**src/rtl/reduction_accumulator_if.sv**
```systemverilog
// Handshake bundle between the adder-tree reduction stage, the accumulator
// and the result consumer.
interface reduction_accumulator_if #(
    parameter int WIDTH_IN  = 37,
    parameter int WIDTH_ACC = 48,
    parameter int WIDTH_CNT = 16
);
    logic                 I_Start;
    logic [WIDTH_CNT-1:0] I_Num;
    logic                 I_Valid;
    logic [WIDTH_IN-1:0]  I_Val;
    logic                 O_Ready;
    logic                 O_Valid;
    logic [WIDTH_ACC-1:0] O_Acc;
    logic                 I_Ready;
    logic                 O_Busy;
    logic                 O_Overflow;

    // Producer/consumer side (drives starts, beats and result acceptance)
    modport master (
        output I_Start, I_Num, I_Valid, I_Val, I_Ready,
        input  O_Ready, O_Valid, O_Acc, O_Busy, O_Overflow
    );

    // Accumulator side
    modport slave (
        input  I_Start, I_Num, I_Valid, I_Val, I_Ready,
        output O_Ready, O_Valid, O_Acc, O_Busy, O_Overflow
    );
endinterface

```
**src/rtl/reduction_accumulator.sv**
```systemverilog
// Accumulates a programmed number of adder-tree sums into a wide register and
// hands the total to the consumer over a valid/ready handshake. Wraps modulo
// 2^WIDTH_ACC and reports any carry-out as a sticky per-reduction flag.
module reduction_accumulator #(
    parameter int WIDTH_IN  = 37,
    parameter int WIDTH_ACC = 48,
    parameter int WIDTH_CNT = 16
) (
    input  logic                   clock,
    input  logic                   reset,
    reduction_accumulator_if.slave bus
);

    localparam logic [1:0] IDLE  = 2'd0;
    localparam logic [1:0] ACCUM = 2'd1;
    localparam logic [1:0] DONE  = 2'd2;

    if (WIDTH_ACC < WIDTH_IN) begin : g_width_check
        $error("reduction_accumulator: WIDTH_ACC must be >= WIDTH_IN");
    end

    logic [1:0]           state;
    logic [WIDTH_ACC-1:0] acc;
    logic [WIDTH_CNT-1:0] remain;
    logic                 overflow;
    logic [WIDTH_ACC:0]   acc_sum;

    // Unsigned add of a zero-extended tree sum; the top bit is the carry out.
    function automatic logic [WIDTH_ACC:0] acc_add(
        input logic [WIDTH_ACC-1:0] a,
        input logic [WIDTH_IN-1:0]  b
    );
        logic [WIDTH_ACC:0] b_ext;
        b_ext = {{(WIDTH_ACC + 1 - WIDTH_IN){1'b0}}, b};
        return {1'b0, a} + b_ext;
    endfunction

    // Candidate next accumulator value for the beat currently offered.
    always_comb begin
        acc_sum = acc_add(acc, bus.I_Val);
    end

    assign bus.O_Ready    = (state == ACCUM);
    assign bus.O_Valid    = (state == DONE);
    assign bus.O_Busy     = (state != IDLE);
    assign bus.O_Acc      = acc;
    assign bus.O_Overflow = overflow;

    // Reduction control: load count on start, sum beats, hold result until taken.
    always_ff @(posedge clock or posedge reset) begin
        if (reset) begin
            state    <= IDLE;
            acc      <= '0;
            remain   <= '0;
            overflow <= 1'b0;
        end else begin
            case (state)
                IDLE: begin
                    if (bus.I_Start) begin
                        acc      <= '0;
                        overflow <= 1'b0;
                        remain   <= bus.I_Num;
                        state    <= (bus.I_Num != '0) ? ACCUM : DONE;
                    end
                end
                ACCUM: begin
                    if (bus.I_Valid) begin
                        acc    <= acc_sum[WIDTH_ACC-1:0];
                        remain <= remain - 1'b1;
                        if (acc_sum[WIDTH_ACC]) begin
                            overflow <= 1'b1;
                        end
                        // remain is nonzero here, so the last beat is remain==1
                        if (remain == {{(WIDTH_CNT-1){1'b0}}, 1'b1}) begin
                            state <= DONE;
                        end
                    end
                end
                DONE: begin
                    if (bus.I_Ready) begin
                        state <= IDLE;
                    end
                end
                default: begin
                    state <= IDLE;
                end
            endcase
        end
    end

endmodule
```
**src/flat_wrapper.sv**
```systemverilog
// flat-port wrapper written by rule: the top's interface ports become plain ports
module reduction_accumulator_flat 
#(
    parameter int WIDTH_IN  = 37,
    parameter int WIDTH_ACC = 48,
    parameter int WIDTH_CNT = 16
)
  (clock, reset, bus_I_Start, bus_I_Num, bus_I_Valid, bus_I_Val, bus_I_Ready, bus_O_Ready, bus_O_Valid, bus_O_Acc, bus_O_Busy, bus_O_Overflow);
  reduction_accumulator_if #(.WIDTH_IN(WIDTH_IN), .WIDTH_ACC(WIDTH_ACC), .WIDTH_CNT(WIDTH_CNT)) bus_i ();
  input  logic clock;
  input  logic reset;
  input wire logic [$bits(bus_i.I_Start)-1:0] bus_I_Start;
  input wire logic [$bits(bus_i.I_Num)-1:0] bus_I_Num;
  input wire logic [$bits(bus_i.I_Valid)-1:0] bus_I_Valid;
  input wire logic [$bits(bus_i.I_Val)-1:0] bus_I_Val;
  input wire logic [$bits(bus_i.I_Ready)-1:0] bus_I_Ready;
  output wire logic [$bits(bus_i.O_Ready)-1:0] bus_O_Ready;
  output wire logic [$bits(bus_i.O_Valid)-1:0] bus_O_Valid;
  output wire logic [$bits(bus_i.O_Acc)-1:0] bus_O_Acc;
  output wire logic [$bits(bus_i.O_Busy)-1:0] bus_O_Busy;
  output wire logic [$bits(bus_i.O_Overflow)-1:0] bus_O_Overflow;
  assign bus_i.I_Start = bus_I_Start;
  assign bus_i.I_Num = bus_I_Num;
  assign bus_i.I_Valid = bus_I_Valid;
  assign bus_i.I_Val = bus_I_Val;
  assign bus_i.I_Ready = bus_I_Ready;
  assign bus_O_Ready = bus_i.O_Ready;
  assign bus_O_Valid = bus_i.O_Valid;
  assign bus_O_Acc = bus_i.O_Acc;
  assign bus_O_Busy = bus_i.O_Busy;
  assign bus_O_Overflow = bus_i.O_Overflow;
  reduction_accumulator #(.WIDTH_IN(WIDTH_IN), .WIDTH_ACC(WIDTH_ACC), .WIDTH_CNT(WIDTH_CNT)) u_core (.clock(clock), .reset(reset), .bus(bus_i));
endmodule
```
**config.mk**
```make
export PLATFORM = sky130hd
export DESIGN_NAME = reduction_accumulator_flat
export DESIGN_NICKNAME = d
export VERILOG_FILES = /design/src/rtl/reduction_accumulator_if.sv /design/src/rtl/reduction_accumulator.sv /design/src/flat_wrapper.sv
export SDC_FILE = /design/constraint.sdc
export NUM_CORES = 1
export LEC_CHECK = 0
export ABC_AREA = 1
export BUFFER_PORTS_ARGS = -buffer_cell sky130_fd_sc_hd__buf_4
export CAP_MARGIN = 0
export CORE_ASPECT_RATIO = 1.2
export CORE_MARGIN = 3
export CORE_UTILIZATION = 45
export DETAILED_ROUTE_END_ITERATION = 7
export PLACE_DENSITY = 0.66
export SLEW_MARGIN = 20
export SYNTH_ARGS = -nofsm -noshare
export SYNTH_HDL_FRONTEND = slang
export SYNTH_SLANG_ARGS = --single-unit
```
**constraint.sdc**
```tcl
create_clock -name clock -period 4.2 [get_ports clock]
set_input_delay 0.63 -clock clock [delete_from_list [all_inputs] [get_ports clock]]
set_output_delay 0.63 -clock clock [all_outputs]
set_load 0.02 [all_outputs]
```
# --- After elaboration in Yosys (flattened, before gate mapping) ---
# Index checks and enable logic that the tools add are counted.
word_totals:
  ff_bits: 67
  inputBits: 58
  out_inout_bits: 52
  wordCells: 37
classes:
  add_sub_neg: 2
  eq_ne: 8
  n_mux: 16
  reduce_logical: 7
ops:
  columns: ["operator", "n"]
  rows:
  - ["48-bit two-way mux", 2]
  - ["48-bit one-hot mux with 2 select lines", 1]
  - ["48-bit by 37-bit adder with 49-bit output", 1]
  - ["16-bit two-way mux", 2]
  - ["16-bit one-hot mux with 2 select lines", 1]
  - ["16-bit by 1-bit == test with 1-bit output, second input constant", 1]
  - ["16-bit nonzero test", 1]
  - ["16-bit by 1-bit subtractor with 16-bit output, second input constant", 1]
  - ["2-bit two-way mux", 5]
  - ["4-bit AND reduction", 2]
  - ["2-bit != test, second input constant", 3]
  - ["2-bit one-hot mux with 3 select lines", 1]
  - ["2-bit by 1-bit != test with 1-bit output, second input constant", 2]
  - ["2-bit nonzero test", 2]
  - ["1-bit two-way mux", 3]
  - ["3-bit AND reduction", 1]
  - ["2-bit by 1-bit == test with 1-bit output, second input constant", 1]
  - ["2-bit == test, second input constant", 1]
  - ["2-bit logical NOT", 1]
  - ["1-bit one-hot mux with 2 select lines", 1]

# --- Longest topological paths before layout ---
logic_depth:
  word_depth: 4
  ltp_mapped: 15
  mapped_depth_nobuf: 15

# --- Worst setup path after synthesis ---
# No wires, ideal clock.
synth_timing:
  path_kind: "input port to flip-flop"
  from: "in bus_I_Val[0]"
  to: "reg u_core.acc[40], in the netlist u_core.bus.O_Acc[40]"
  setup_ps: 119
  arrival_time_ps: 2038
  t_required_ps: 4081
  path_slack_ps: 2043
  path_stages: 12
  path_buffers: 0
  cell_sequence: "ha_1 -> fa_1 -> nand3_1 -> nand3_2 -> nand2_1 -> nand2_2 -> nand2_1 -> nand3_1 -> nand2_1 -> nand2_2 -> a21oi_1 -> nor2_1"
synth_between:
  elab_chain_len: 3
synth_lines:
  columns: ["element", "line_no", "rtl"]
  rows:
  - ["from (decl)", "flat_wrapper.sv:15", "input wire logic [$bits(bus_i.I_Val)-1:0] bus_I_Val;"]
  - ["48-bit by 37-bit adder with 49-bit output", "reduction_accumulator.sv:35", "return {1'b0, a} + b_ext;"]
  - ["48-bit two-way mux", "reduction_accumulator.sv:67", "if (bus.I_Valid) begin"]
  - ["48-bit one-hot mux with 2 select lines", "reduction_accumulator.sv:57", "case (state)"]
  - ["to (signal assigned)", "reduction_accumulator.sv:68", "acc <= acc_sum[WIDTH_ACC-1:0];"]
  - ["to (decl)", "reduction_accumulator.sv:23", "logic [WIDTH_ACC-1:0] acc;"]
# No other way between the ends. The select of a mux whose other input is x is not followed.
# A chain may end at the register's enable or synchronous reset.

# --- Worst setup path after layout ---
layout_timing:
  from: "reg u_core.state[0]"
  to: "reg u_core.remain[9]"
layout_between:
  elab_chain_len: 3
  elab_cells_between_ends: 7
  cone_classes: "eq/ne (3); mux (1); reduce/logical (3)"
layout_lines:
  columns: ["element", "line_no", "rtl"]
  rows:
  - ["from (decl)", "reduction_accumulator.sv:22", "logic [1:0] state;"]
  - ["from (signal assigned)", "reduction_accumulator.sv:63", "state <= (bus.I_Num != '0) ? ACCUM : DONE;"]
  - ["2-bit by 1-bit == test with 1-bit output or 2-bit logical NOT (tied branches)", "reduction_accumulator.sv:57", null]
  - ["2-bit != test (no line) or 2-bit nonzero test (tied branches)", null, null]
  - ["3-bit AND reduction (no line)", null, null]
  - ["to (signal assigned)", "reduction_accumulator.sv:62", "remain <= bus.I_Num;"]
  - ["to (signal assigned)", "reduction_accumulator.sv:69", "remain <= remain - 1'b1;"]
  - ["to (decl)", "reduction_accumulator.sv:24", "logic [WIDTH_CNT-1:0] remain;"]
# Parallel ways exist; a longest one is shown, timed or not.

==> results.cfg <==
[floorplan]
die_y_microns = 138
num_io_pins = 110
initial_core_util = 0.467
die_w_microns = 116
dieArea_sq_mm = 0.0160
rows = 47
coreArea_sq_mm = 0.0140

[sta]
hold_viol_final = 0
max_slew_margin = 0.414
rsz0062_at_grt = false
finClkSkew_ns = 0.0116
hold_ws_ns = 0.324
finalSetupTns_ns = 0
tightest_slew_ns = 0.878
fin_crit_ns = 2.64
max_freq_mhz = 378
period_share = 0.629
drv_slew = 0
setup_viol = 0

[flow_run]
drv_cap = 0

[power_and_ir_drop]
p_int_mw = 2.59
power.share.clock = 0.182
switching_power_mw = 2.67
sw_frac_of_total = 0.508
leakage_nw = 4.41
power_density_mw_per_mm2 = 669
seq_power_share = 0.214
p_comb_frac = 0.604
ir_drop_uv = 342

[cts]
clockRootBuffer = clkbuf_16
numCtsBuffers = 9
cts.sinks = 67
insertion_delay_ns = 0.36
cts_buffer_depth = 2
cts_max_level = 3
post_cts_buffers = 0
cts_tree = built
clkTransAtPathRegs_ns = 0.06
cts_hold_buf = 0
cts_resized = 0

[setup_path]
critical_path.max_stage_delay_ns = 0.66
regToRegStartpoint = u_core.state[0]
path_delay_family = buffers and inverters
cp_slowest_cell = inv_1
end_kind = flip-flop
critPathLaunchType = flip-flop
path_class = reg -> reg
worstPathMaxFanout = 25
cp.arrival_ns = 2.89
startpoint = u_core.state[0]
crit_buf_inv = 5
crit_required_ns = 4.44
path_cells = inv_2 -> nor2_2 -> buf_4 -> nand2_2 -> nand2_1 -> inv_1 -> buf_4 -> a21oi_1 -> o22ai_1 -> inv_1

[final_layout]
fin_nets = 1298
diodes = 0
drive_gt1_frac = 0.164
fillers = 1462
synthToLayoutAreaGrowth_pct = 20.5
fin_cells = 1376

[global_routing]
grt_pass1_wl_microns = 32100
grt_antenna_before_repair = 0
grt_max_degree = 45
grt_pass1_vias = 6577
grt.total_usage = 0.256
grt.overflow.total = 0

[synthesis]
synthXorXnorAreaFrac = 0.0107
synth_top_area_cell = dfrtp_1
synth_flop_cell = dfrtp_1
synth.distinct_cells = 41
synth_area_sq_mm = 0.00653
yosysMostFrequentCell = nand2_1
synth.area.top_cells = dfrtp_1 (26%), nand2_1 (23%), inv_1 (10%)
synthCells = 1093
synth-edff-count = 0
synthMuxAreaShare = 0.00153
synthTopCellsByCount = nand2_1 (392), inv_1 (177), nor2_1 (105), dfrtp_1 (67)
yosys_warnings = 0
synth_fp_nets = 1191
ys_seq_elements = 67
synth_compound_area_frac = 0.110
ys_seq_area_frac = 0.257
async_reset_ff_frac = 1.00
synth_top_family_by_area = simple AND/OR/NAND/NOR gates
synth_top_area_frac = 0.257
avgSynthCellArea_sq_um = 5.98
synthAdderAreaFrac = 0.0778
synth_simple_gate_area_frac = 0.422

[routing]
drt-initial-drc-count = 391
wl_microns = 20100
route.detailed.wl_per_inst_microns = 14.6
drc = 0
vias = 7018
drtAntennaViolNets = 0
via_per_inst = 5.10
drt_pass1_iterations = 6

[place]
portBuffers = 109
gp_congestion = 0.951
post-dp-hpwl_microns = 15900
placed_cells = 1360

[run_status]
outcome = complete, no violations

[worst_hold_path]
hold_class = in -> async
-- cell type report --
cell class,count,area [sq um],share of cell area
well taps,171,214,0.0272
clock buffers,11,253,0.0321
inverters,189,709,0.0901
multi-input cells,820,4060,0.516
clock inverters,5,108,0.0137
repair buffers,113,848,0.108
flip-flops and latches,67,1680,0.213
-- worst paths after layout --
| path | end | slack (ns) | cells after the start |
|---|---|---|---|
| worst min register to register | u_core.remain[14] | 0.49 | 2 |
| min in group clock | u_core.remain[14] | 0.49 | 2 |
| worst max-delay path | u_core.remain[9] | 1.56 | 10 |
| worst min-delay path | u_core.remain[11] | 0.32 | 2 |
| worst max register to register | u_core.remain[9] | 1.56 | 10 |
| max in group asynchronous | u_core.bus.O_Acc[33] | 2.84 | 3 |
-- flip-flops by register name, summed over array words and instances, names as in the netlist --
name                   flops
u_core.remain             16
u_core.state               2
u_core.bus.O_Overflow      1
u_core.bus.O_Acc          48
-- power groups by stage --
| stage | logic (mW) | clock network, mW | registers (mW) |
|---|---|---|---|
| 2_1_floorplan | 2.09 | 0 | 1.26 |
| 3_3_place_gp | 3.13 | 0 | 1.13 |
| 3_5_place_dp | 3.15 | 0 | 1.13 |
| 4_1_cts | 3.17 | 0.957 | 1.13 |
| 5_1_grt | 3.58 | 0.975 | 1.16 |
| 6_report | 3.18 | 0.956 | 1.13 |
-- cell families after synthesis --
kind of cell / after synthesis
simple gates: 637
buf+inv: 206
compound gates: 134
flops: 67
fa+ha+maj: 40
xor+xnor: 8
mux: 1
-- layer usage --
layer  global-route usage  vias to the layer above  part of all wire
met4               0.0961                        0             0.026
li1                     -                     3620                 -
met2                0.423                      216              0.46
met5                    0                        -                 0
met3               0.0327                       37             0.058
met1                0.341                     3145              0.46
-- per-stage QoR --
| stage | total power [mW] | worst slack [ns] | utilization | instance area [sq um] |
|---|---|---|---|---|
| detailed placement | 4.28 | 1.45 | 0.537 | 7510 |
| finish | 5.26 | 1.56 | 0.562 | 7870 |
| global placement | 4.26 | 1.49 | 0.537 | 7510 |
| global route | 5.71 | 1.35 | 0.562 | 7870 |
| CTS | 5.25 | 1.54 | 0.562 | 7870 |
| floorplan | 3.34 | 1.89 | - | 6530 |
-- cells in the final DEF, fill, tap and decap left out, types with 5 or more instances in the layout --
| cell type | synthesis | layout |
|---|---|---|
| nand2_2 | 17 | 17 |
| o21ai_0 | 45 | 45 |
| nor2_1 | 105 | 105 |
| nand3_1 | 57 | 57 |
| nand3b_1 | 5 | 5 |
| inv_2 | 12 | 13 |
| nand4_1 | 6 | 6 |
| nand3_2 | 6 | 6 |
| buf_4 | 2 | 113 |
| nand2_1 | 392 | 392 |
| dfrtp_1 | 67 | 67 |
| inv_1 | 177 | 176 |
| o22ai_1 | 6 | 6 |
| nor2_2 | 18 | 18 |
| nor4_1 | 5 | 5 |
| clkbuf_16 | 0 | 9 |
| o21ai_1 | 11 | 11 |
| ha_1 | 39 | 39 |
| nor3_2 | 7 | 7 |
| nor3_1 | 6 | 6 |
| a21oi_1 | 57 | 57 |
Power figures use the tool's default switching activity.
